File: src/rtl/sigmoid_mac_sequencer.sv
// Feeds a stream of operand pairs through the shared sigmoid ALU multiplier and
// accumulates the s4.3 products into a saturating s(ACC_W-4).3 dot product.
module sigmoid_mac_sequencer #(
  parameter int MAX_TERMS = 16,
  parameter int ACC_W     = 12,
  parameter int LEN_W     = 5
) (
  input  logic             clk,
  input  logic             rst,
  input  logic             start,
  input  logic [LEN_W-1:0] len_in,
  input  logic             in_valid,
  output logic             in_ready,
  input  logic [3:0]       in_signval,
  input  logic [3:0]       in_unsignval,
  output logic [3:0]       mult_signval,
  output logic [3:0]       mult_unsignval,
  input  logic [7:0]       mult_out,
  output logic [ACC_W-1:0] result,
  output logic             result_valid,
  input  logic             result_ready,
  output logic             overflow,
  output logic             busy
);

  typedef enum logic [1:0] {IDLE, RUN, DRAIN, DONE} state_t;

  state_t           state, state_nxt;
  logic [LEN_W-1:0] len_q, count, len_clamped;
  logic [7:0]       prod_q;
  logic             prod_vld;
  logic [ACC_W-1:0] acc;
  logic             ovf_q;
  logic             accept;
  logic             last_beat;
  logic [ACC_W:0]   sum;
  logic             sum_ovf;
  logic [ACC_W-1:0] sum_sat;

  assign len_clamped = (len_in > LEN_W'(MAX_TERMS)) ? LEN_W'(MAX_TERMS) : len_in;

  assign in_ready       = (state == RUN);
  assign accept         = in_valid && in_ready;
  assign last_beat      = accept && ((count + LEN_W'(1)) == len_q);
  assign mult_signval   = in_ready ? in_signval   : 4'b0;
  assign mult_unsignval = in_ready ? in_unsignval : 4'b0;

  assign result       = acc;
  assign result_valid = (state == DONE);
  assign overflow     = ovf_q;
  assign busy         = (state != IDLE);

  // One guard bit is enough: a sign change between the top two bits means the
  // sum left the ACC_W range and must be clamped toward the original sign.
  assign sum     = {acc[ACC_W-1], acc} + {{(ACC_W-7){prod_q[7]}}, prod_q};
  assign sum_ovf = sum[ACC_W] ^ sum[ACC_W-1];
  assign sum_sat = !sum_ovf   ? sum[ACC_W-1:0] :
                   sum[ACC_W] ? {1'b1, {(ACC_W-1){1'b0}}} :
                                {1'b0, {(ACC_W-1){1'b1}}};

  // NOTE: sequential state uses non-blocking assignments so every register
  // samples pre-edge values regardless of the order of statements or blocks.
  always_ff @(posedge clk) begin
    if (rst) state <= IDLE;
    else     state <= state_nxt;
  end

  // NOTE: state_nxt gets a default before the case so no path leaves it
  // unassigned, which would otherwise infer a latch.
  always_comb begin
    state_nxt = state;
    case (state)
      IDLE:    if (start) state_nxt = (len_clamped == '0) ? DONE : RUN;
      RUN:     if (last_beat) state_nxt = DRAIN;
      DRAIN:   state_nxt = DONE;
      DONE:    if (result_ready) state_nxt = IDLE;
      default: state_nxt = IDLE;
    endcase
  end

  always_ff @(posedge clk) begin
    if (rst) begin
      len_q    <= '0;
      count    <= '0;
      prod_q   <= '0;
      prod_vld <= 1'b0;
      acc      <= '0;
      ovf_q    <= 1'b0;
    end else begin
      prod_vld <= accept;
      if (accept) begin
        prod_q <= mult_out;
        count  <= count + LEN_W'(1);
      end
      if (state == IDLE && start) begin
        len_q <= len_clamped;
        count <= '0;
        acc   <= '0;
        ovf_q <= 1'b0;
      end else if (prod_vld) begin
        acc <= sum_sat;
        if (sum_ovf) ovf_q <= 1'b1;
      end
    end
  end

endmodule

File: config.mk
export PLATFORM = sky130hd
export DESIGN_NAME = sigmoid_mac_sequencer
export DESIGN_NICKNAME = d
export VERILOG_FILES = /design/src/rtl/sigmoid_mac_sequencer.sv
export SDC_FILE = /design/constraint.sdc
export NUM_CORES = 1
export LEC_CHECK = 0
export BUFFER_PORTS_ARGS = -buffer_cell sky130_fd_sc_hd__buf_2
export CAP_MARGIN = 20
export CORE_ASPECT_RATIO = 0.7
export CORE_UTILIZATION = 54
export DETAILED_ROUTE_END_ITERATION = 10
export GPL_TIMING_DRIVEN = 0
export PLACE_DENSITY_LB_ADDON = 0.25
export SYNTH_ARGS = -nofsm -noshare
export SYNTH_HDL_FRONTEND = slang
export SYNTH_SLANG_ARGS = --single-unit
export TNS_END_PERCENT = 30
File: constraint.sdc
create_clock -name clk -period 2.54 [get_ports clk]
set_clock_uncertainty 0.05 [all_clocks]
set_input_delay 0.762 -clock clk [delete_from_list [all_inputs] [get_ports clk]]
set_output_delay 0.762 -clock clk [all_outputs]
set_load 0.01 [all_outputs]
==> summary.md, run 1 <==
| Metric | Value |
|---|---|
| Flop pwr share | 30.5% |
| Area Overhead vs Synth | 27.44% |
| Synth cell types | 43 |
| Number of synthesized flops with an enable pin | 0 |
| H-tree depth | 2 |
| Arrival time at the worst endpoint | 2.64 ns |
| Hold Fails Final Rpt | 0 |
| Mapped Cells | 264 |
| Worst slew margin | 46.68% |
| Total track usage | 26.68% |
| DR vias | 2120 |
| Drt first pass iters | 4 |
| Gpl congestion | 0.9420 |
| Leak Pwr | 1.172 nW |
| DPL Wire Length | 3.883 mm |
| Required @ worst endpoint | 2.65 ns |
| Int Pwr | 1.371 mW |
| Cells after DPL | 364 |
| Fraction of layout cells with a size suffix above 1 | 32.92% |
| Clk buf depth | 2 |
| DR DRC count | 0 |
| Worst Hold Class | reg2reg |
| Fin cells | 377 |
| Total CTS buffers | 5 |
| Synth Net Count | 309 |
| Tmin final | 2.535 ns |
| # fillers | 302 |
| Crit-path max FO | 6 |
| Root buffer cell | clkbuf_8 |
| Register area share after synthesis | 30.91% |
| FP Rows | 19 |
| Syn_area_per_cell | 8.341 µm² |
| Vias in the first global route | 1858 |
| Total power draw | 2.154 mW |
| Most common cell after layout, fill and taps aside | buf_2 |
| 1st-iter DRT viols | 120 |
| Initial antenna violation count | 0 |
| Most used flip-flop cell after synthesis | dfxtp_1 |
| TritonCTS clock tree | built |
| Die Wd | 78.33 µm |
| Critical path launch point type | register |
| Initial Utilization | 56.14% |
| Final-report max-slew violation count | 0 |
| Clock Power Share | 28.6% |
| Total Wirelength | 5.850 mm |
| Top Ports | 50 |
| Clock transition at path regs | 0.08 ns |
| Crit share post-route | 99.81% |
| CTS Sinks | 34 |
| Max-Cap Viols | 0 |
| Pin count of the biggest net entering global routing | 13 |
| Placed instance area | 2507 µm² |
| Switching share of total power | 36.35% |
| Synth Register Bits | 34 |
| Asr flop ratio synth | 0% |
| Mapped cell area | 2202 µm² |
| Worst-Margin Slew | 0.7999 ns |
| Highest-count cells in the layout ignoring fill and taps | buf_2 (48), dfxtp_1 (31), nand2_1 (30) |
| Yosys warnings | 0 |
| Status | complete, no violations |
| Power per cell area | 767.4 nW/µm² |
| Worst VDD drop | 0.0005344 V |
| Setup violators final | 0 |
| Ant diodes | 0 |
| Die area | 4342 µm² |
| Crit path kind | reg2reg |
| Post-route ant nets | 0 |
| Design Area, Final | 2806 µm² |
| IO Port Bufs | 48 |
| Combinational share of power | 40.9% |
| RSZ-0062 raised after global routing | true |
| NetSw | 0.7828 mW |
| Final net count | 369 |
| Crit end category | register |
| Chip height | 55.43 µm |
| Setup TNS | 0 ns |
| Drt wl/cell | 15.52 µm |
| Vias per std cell | 5.623 |
| Clock latency on the worst-skew pair | 0.30 ns |
| Core Area | 3923 µm² |
| Congestion Overflow GR | 0 |
| Global-route wire length before repair | 8.928 mm |
| Fmax achieved | 394.4 MHz |
path summary, 6_finish.rpt:
check / startpoint / end / slack (ns) / depth (start not counted)
worst max-delay path: prod_q[7] / result[7] / 0.005 / 9
worst min register to register: overflow / overflow / 0.41 / 2
worst max register to register: prod_q[7] / result[7] / 0.005 / 9
worst min-delay path: overflow / overflow / 0.41 / 2
logic make-up after synthesis:
family                   share of synthesized area [%]
flip-flops                                       30.91
multiplexers                                    0.9091
adder cells (fa/ha/maj)                          16.65
XOR/XNOR                                         7.557
buffers and inverters                            4.205
AO/OA/AOI/OAI                                    21.87
AND/OR/NAND/NOR                                  17.90
registers in the layout, indices dropped and copies added (netlist names):
name      cells
state         2
len_q         5
prod_vld      1
result       12
prod_q        8
count         5
overflow      1
repair_timing:
action	in CTS	in global routing
pin swaps	1	6
endpoints found under the setup margin	9	12
hold buffers	0	0
buffers inserted	1	3
resized for setup	7	22
endpoints found under the hold margin	0	0
cloned	0	1
area by class of cell:
cell class / count / area (µm²) / share of cell area [%]
buffer: 12 / 63.81 / 2.274
clock inverter: 3 / 68.82 / 2.452
multi-input combinational: 208 / 1540 / 54.88
tap: 52 / 65.06 / 2.318
sequential: 34 / 684.4 / 24.39
timing repair buffer: 53 / 277.8 / 9.897
inverter: 10 / 37.54 / 1.337
clock buffer: 5 / 68.82 / 2.452
cell usage after synthesis (4+ instances only):
cell / count / area [µm²]
nor2_1: 18 / 67.56
a21oi_1: 28 / 140.1
nand2b_1: 6 / 37.54
clkbuf_1: 8 / 30.03
a21oi_2: 10 / 87.58
o21ai_0: 17 / 85.08
xor2_1: 12 / 105.1
ha_1: 18 / 225.2
nand2_1: 30 / 112.6
and2_1: 9 / 56.30
xnor2_1: 7 / 61.31
dfxtp_1: 34 / 680.7
maj3_2: 9 / 101.4
nor3b_1: 4 / 30.03
inv_1: 10 / 37.54
power by group through the flow:
stage | clock network (mW) | logic (mW) | registers (mW)
2_1_floorplan | 0 | 0.597 | 0.657
3_3_place_gp | 0 | 0.785 | 0.661
3_5_place_dp | 0 | 0.800 | 0.664
4_1_cts | 0.618 | 0.817 | 0.652
5_1_grt | 0.637 | 0.965 | 0.664
6_report | 0.616 | 0.880 | 0.658
layer usage:
metal	vias up	global-route usage (%)	share of wire, %
li1	1040	-	-
met5	-	0	0
met3	8	5.950	6.0
met4	0	7.407	1.1
met2	65	38.22	45
met1	1007	39.83	48
through the flow:
stage               worst slack [ns]  utilization, %  hold WS (ns)
floorplan                     0.1462               -        0.3900
global placement             -0.1386           63.92        0.3822
detailed placement           -0.1938           63.92        0.4102
CTS                          0.02116           68.36        0.4203
global route                -0.06577           71.55        0.4496
finish                      0.004750           71.55        0.4078
worst max-delay path: stages, from the launching register on:
cell and delay (ns):
dfxtp_2 0.43, ha_1 0.31, a21o_1 0.18, a21oi_2 0.22, nor2_1 0.11, a31o_2 0.24
a311oi_2 0.36, buf_4 0.25, maj3_2 0.20, a21oi_2 0.05
Note: power is estimated with default switching activity, not from simulation.
==> run 2: changes to the inputs <==
BUFFER_PORTS_ARGS = unset   (was -buffer_cell sky130_fd_sc_hd__buf_2)
CORE_ASPECT_RATIO = unset   (was 0.7)
CORE_UTILIZATION = 63   (was 54)
DONT_BUFFER_PORTS = 1   (was unset)
clock period = 2.4 ns   (was 2.54 ns; I/O delays follow)
==> run 2 against run 1 <==
Against the previous run: the run now ends with setup timing left; combinational power up 2.5%; maximum frequency up 4.4%; critical path depth up 2; wire length down 4.0%; die area down 14%; non-clock buffer count down 45; design area down 5.2%; power down 6.5%; clock power down 35%; sequential power up 8.5%; setup slack worse by 0.034 ns.
==> summary.md, run 2 (same netlist as run 1, synthesis figures left out) <==
| Metric | Value |
|---|---|
| Status | finished with violations |
| Failing checks | setup timing |
| Initial Utilization | 65.99% |
| TritonCTS clock tree | built |
| Crit share post-route | 101.2% |
| Max stage delay cell, worst path | dfxtp_4 |
| Fin cells | 326 |
| Die area | 3736 µm² |
| Ant diodes | 0 |
| CTS Sinks | 34 |
| Vias per std cell | 6.021 |
| Multi-input logic area | 1652 µm² |
| Required @ worst endpoint | 2.63 ns |
| Crit-path max FO | 5 |
| Drt first pass iters | 4 |
| Fraction of layout cells with a size suffix above 1 | 27.14% |
| Global-route wire length before repair | 7.700 mm |
| Register area | 696.9 µm² |
| DPL Wire Length | 3.394 mm |
| Final-report max-slew violation count | 0 |
| Total CTS buffers | 5 |
| Max-Cap Viols | 0 |
| Area Overhead vs Synth | 20.85% |
| 1st-iter DRT viols | 152 |
| Post-route ant nets | 0 |
| Max FFs per register | 12 |
| Worst hold start | prod_q[6] |
| Clock transition at path regs | 0.11 ns |
| H-tree depth | 2 |
| Cells after DPL | 310 |
| Worst Hold Class | reg2reg |
| Final net count | 324 |
| Leak Pwr | 0.9998 nW |
| Root buffer cell | clkbuf_4 |
| Top Ports | 50 |
| Pin count of the biggest net entering global routing | 11 |
| Post-CTS Hold Fix Bufs | 0 |
| Final Util | 79.75% |
| Die Wd | 61.12 µm |
| Worst VDD drop | 0.0006605 V |
| # fillers | 229 |
| Most common cell after layout, fill and taps aside | nand2_1 |
| Hold Fails Final Rpt | 0 |
| Reg-to-reg startpoint | result[0] |
| Vias in the first global route | 1716 |
| FP Rows | 21 |
| Setup slack after layout | -0.02953 ns |
| Total track usage | 28.33% |
| Gpl congestion | 0.8854 |
| DR DRC count | 0 |
| Setup violators final | 7 |
| Crit path from | result[0] |
| Highest-count cells in the layout ignoring fill and taps | nand2_1 (29), a21oi_1 (25), dfxtp_1 (25) |
| Total Wirelength | 5.617 mm |
| Congestion Overflow GR | 0 |
| Clock latency on the worst-skew pair | 0.34 ns |
| Critical-path cell list | ha_4 -> inv_1 -> fa_2 -> nand2b_4 -> a21oi_4 -> o21ai_1 -> nand2_1 -> a31oi_4 -> buf_2 -> maj3_2 -> a21oi_2 |
| RSZ-0062 raised after global routing | true |
| Fmax achieved | 411.6 MHz |
| Initial antenna violation count | 0 |
| Tmin final | 2.430 ns |
| DR vias | 1963 |
| Core Area | 3337 µm² |
| Critical path launch point type | register |
| Worst slew margin | 49.90% |
| Crit end category | register |
| Worst-Margin Slew | 0.7516 ns |
| Arrival time at the worst endpoint | 2.66 ns |
| Largest stage delay on the critical path | 0.39 ns |
| IO Port Bufs | 0 |
| Clk buf depth | 2 |
| Power per cell area | 756.7 nW/µm² |
| Chip height | 61.12 µm |
| Crit path kind | reg2reg |
| Drt wl/cell | 17.23 µm |
run 2: changes by cell type in the layout (fill, tap and decap cells not counted), sizes merged:
cell | before | now
buf | 57 | 12
clkbuf | 13 | 16
bufinv | 2 | 0
clkinv | 1 | 0
run 2: area by class of cell:
cell class | count | share of cell area, %
plain buffers | 12 | 2.445
clock buffers | 8 | 2.962
inverters | 10 | 1.410
multi-input cells | 208 | 62.06
flip-flops and latches | 34 | 26.19
well taps | 46 | 2.163
repair buffers | 8 | 2.774
run 2: power by group:
part | leakage, nW | internal, mW | switching (mW) | total (mW)
clock network | 0.0446 | 0.200 | 0.198 | 0.398
logic | 0.674 | 0.386 | 0.516 | 0.902
registers | 0.281 | 0.634 | 0.0802 | 0.714
total | 1.00 | 1.22 | 0.794 | 2.01
run 2: metrics by stage:
stage / setup WS, ns / cell area [µm²] / hold WS [ns] / setup TNS, ns / power [mW]
after detailed placement: -0.3325 / 2260 / 0.4015 / -3.760 / 1.460
after floorplan: 0.006193 / 2202 / 0.3900 / 0 / 1.326
after global placement: -0.3489 / 2260 / 0.3986 / -3.348 / 1.439
final: -0.02953 / 2661 / 0.4212 / -0.1097 / 2.014
after CTS: -0.01089 / 2447 / 0.4180 / -0.01089 / 1.888
after global routing: -0.07744 / 2661 / 0.4400 / -0.6365 / 2.116
run 2: worst max-delay path: cells and delay by family, from the launching register on:
kind	cells	cell delay [ns]
adder cells (fa/ha/maj)	3	0.83
AO/OA/AOI/OAI	4	0.53
flip-flops	1	0.39
AND/OR/NAND/NOR	2	0.32
buffers and inverters	2	0.25
run 2: worst paths after layout:
kind         cells past startpoint  slack [ns]   endpoint
max reg2reg                     11       -0.03  result[8]
min                              2        0.42  prod_q[6]
min reg2reg                      2        0.42  prod_q[6]
max                             11       -0.03  result[8]
run 2: repair_timing:
item                       in CTS  in global routing
cloned                          1                  1
setup endpoints to repair      13                 20
gates resized for setup        21                 34
buffers inserted                2                  4
pin swaps                       5                 10
run 2: metal layers:
metal	vias up	routed length, µm	share of wire (%)	track usage (%)
met1	923	2438	43	37.95
li1	952	-	-	-
met3	11	333	5.9	4.622
met5	-	0	0	0
met2	77	2736	49	45.50
met4	0	109	1.9	11.36
==> run 3: changes to the inputs <==
RECOVER_POWER = 25   (was unset)
REMOVE_ABC_BUFFERS = 1   (was unset)
==> run 3 against run 2 <==
Against the previous run: the flow still finishes with violations (setup timing); count of clock-buffer cells in the layout shrank 1; register-to-register slack worse by 0.05 ns; design area is 1.7% lower; sequential share of layout area is 0.74 points higher; final cell count down 3.4%; global-route usage decreased by 1.6 points; first-iteration DRC count decreased by 9.9%; combinational power is 0.9% lower; wire length is 3.1% lower; non-clock buffer count decreased by 11; clock power shrank 15%; sequential power is 3% higher; largest cell class unchanged; largest power group unchanged.
==> summary.md, run 3 (same netlist as run 1, synthesis figures left out) <==
| Metric | Value |
|---|---|
| Critical path launch point type | register |
| Hold Fails Final Rpt | 0 |
| Total power draw | 1.967 mW |
| Final net count | 313 |
| H-tree depth | 2 |
| Vias in the first global route | 1711 |
| Tmin final | 2.479 ns |
| Crit-path max FO | 6 |
| Fraction of layout cells with a size suffix above 1 | 26.77% |
| Post-route ant nets | 0 |
| Required @ worst endpoint | 2.54 ns |
| Leak Pwr | 0.9361 nW |
| Setup violators final | 12 |
| Setup slack after layout | -0.07925 ns |
| Area Overhead vs Synth | 18.81% |
| Most common cell after layout, fill and taps aside | nand2_1 |
| Fmax achieved | 403.3 MHz |
| Initial Utilization | 65.99% |
| Drt first pass iters | 6 |
| Crit share post-route | 103.3% |
| WP depth | 9 |
| TritonCTS clock tree | built |
| CTS Sinks | 34 |
| Arrival time at the worst endpoint | 2.62 ns |
| Core Area | 3337 µm² |
| Reg2reg path depth | 9 |
| Initial antenna violation count | 0 |
| Die area | 3736 µm² |
| Worst-Margin Slew | 0.9897 ns |
| Total Wirelength | 5.441 mm |
| Hold slack final | 0.3821 ns |
| FP Rows | 21 |
| Root buffer cell | clkbuf_4 |
| Multi-input logic area | 1643 µm² |
| Largest stage delay on the critical path | 0.42 ns |
| Worst slew margin | 34.02% |
| Failing checks | setup timing |
| Pin count of the biggest net entering global routing | 25 |
| Clk buf depth | 2 |
| Power per cell area | 751.7 nW/µm² |
| Highest-count cells in the layout ignoring fill and taps | nand2_1 (28), a21oi_1 (27), dfxtp_1 (25) |
| DR vias | 1958 |
| IO Port Bufs | 0 |
| Top Ports | 50 |
| 1st-iter DRT viols | 137 |
| Critical-path cell list | ha_4 -> a21oi_1 -> o22ai_1 -> nor2_2 -> o311ai_2 -> a311oi_4 -> clkbuf_16 -> maj3_2 -> a21oi_2 |
| Global-route wire length before repair | 7.369 mm |
| Crit path kind | reg2reg |
| Post-CTS Hold Fix Bufs | 0 |
| Max FFs per register | 12 |
| Ant diodes | 0 |
| Largest delay contributor family on the critical path | compound AO/OA/AOI/OAI gates |
| Worst Hold Class | in2reg |
| Status | finished with violations |
| Hold depth | 1 |
| Setup TNS | -0.5926 ns |
| Crit end category | register |
| Worst Path Buf+Inv | 1 |
| # fillers | 237 |
| Die Wd | 61.12 µm |
| DR DRC count | 0 |
| Worst VDD drop | 0.0006441 V |
| Total track usage | 26.75% |
| Clock latency on the worst-skew pair | 0.34 ns |
| DPL Wire Length | 3.097 mm |
| Max-Cap Viols | 0 |
| Total CTS buffers | 5 |
| Chip height | 61.12 µm |
| Max stage delay cell, worst path | dfxtp_2 |
| Congestion Overflow GR | 0 |
| Clock transition at path regs | 0.11 ns |
| Drt wl/cell | 17.27 µm |
| RSZ-0062 raised after global routing | true |
| Vias per std cell | 6.216 |
| Gpl congestion | 0.8297 |
| Register area | 704.4 µm² |
| Final-report max-slew violation count | 0 |
-- run 3: cell types whose count changed in the layout (fill, tap and decap cells not counted), sizes merged --
cell	delta
clkbuf	-8
buf	-4
clkinv	+1
-- run 3: final timing paths --
kind	start	to	slack, ns
worst max-delay path	result[4]	result[10]	-0.08
worst min-delay path	rst	prod_q[6]	0.38
worst max register to register	result[4]	result[10]	-0.08
worst min register to register	len_q[4]	len_q[4]	0.42
-- run 3: layout make-up --
type                       count  share of cell area (%)
clock buffer                   7                   2.104
clock inverter                 1                  0.1913
inverter                      10                   1.435
multi-input combinational    208                   62.79
sequential                    34                   26.92
tap                           46                   2.200
timing repair buffer           9                   4.352
-- run 3: power by group --
group | leakage [nW] | switching (mW) | internal [mW]
clock | 0.0353 | 0.198 | 0.142
combinational | 0.619 | 0.476 | 0.418
sequential | 0.282 | 0.0993 | 0.633
total | 0.936 | 0.773 | 1.19
-- run 3: metrics by stage --
step / utilization, % / instance area (µm²) / setup WS [ns] / instances
2_1_floorplan: - / 2147 / -0.1722 / 252
5_1_grt: 78.40 / 2616 / -0.1589 / 315
4_1_cts: 73.23 / 2444 / 0.009213 / 310
3_3_place_gp: 66.07 / 2205 / -0.6175 / 298
3_5_place_dp: 66.40 / 2216 / -0.5905 / 299
6_report: 78.40 / 2616 / -0.07925 / 315
-- run 3: what timing repair did --
action                                  in CTS  in global routing
gates cloned                                 0                  1
gates resized for setup                     23                 26
pin swaps                                    5                 12
setup buffers                                3                  4
endpoints found under the setup margin      14                 14
-- run 3: per-layer routing --
metal | up-vias | GRT usage [%] | routed length, µm
li1 | 931 | - | -
met1 | 920 | 31.78 | 2177
met2 | 92 | 45.81 | 2704
met3 | 15 | 6.513 | 405
met4 | 0 | 11.69 | 154
met5 | - | 0 | 0
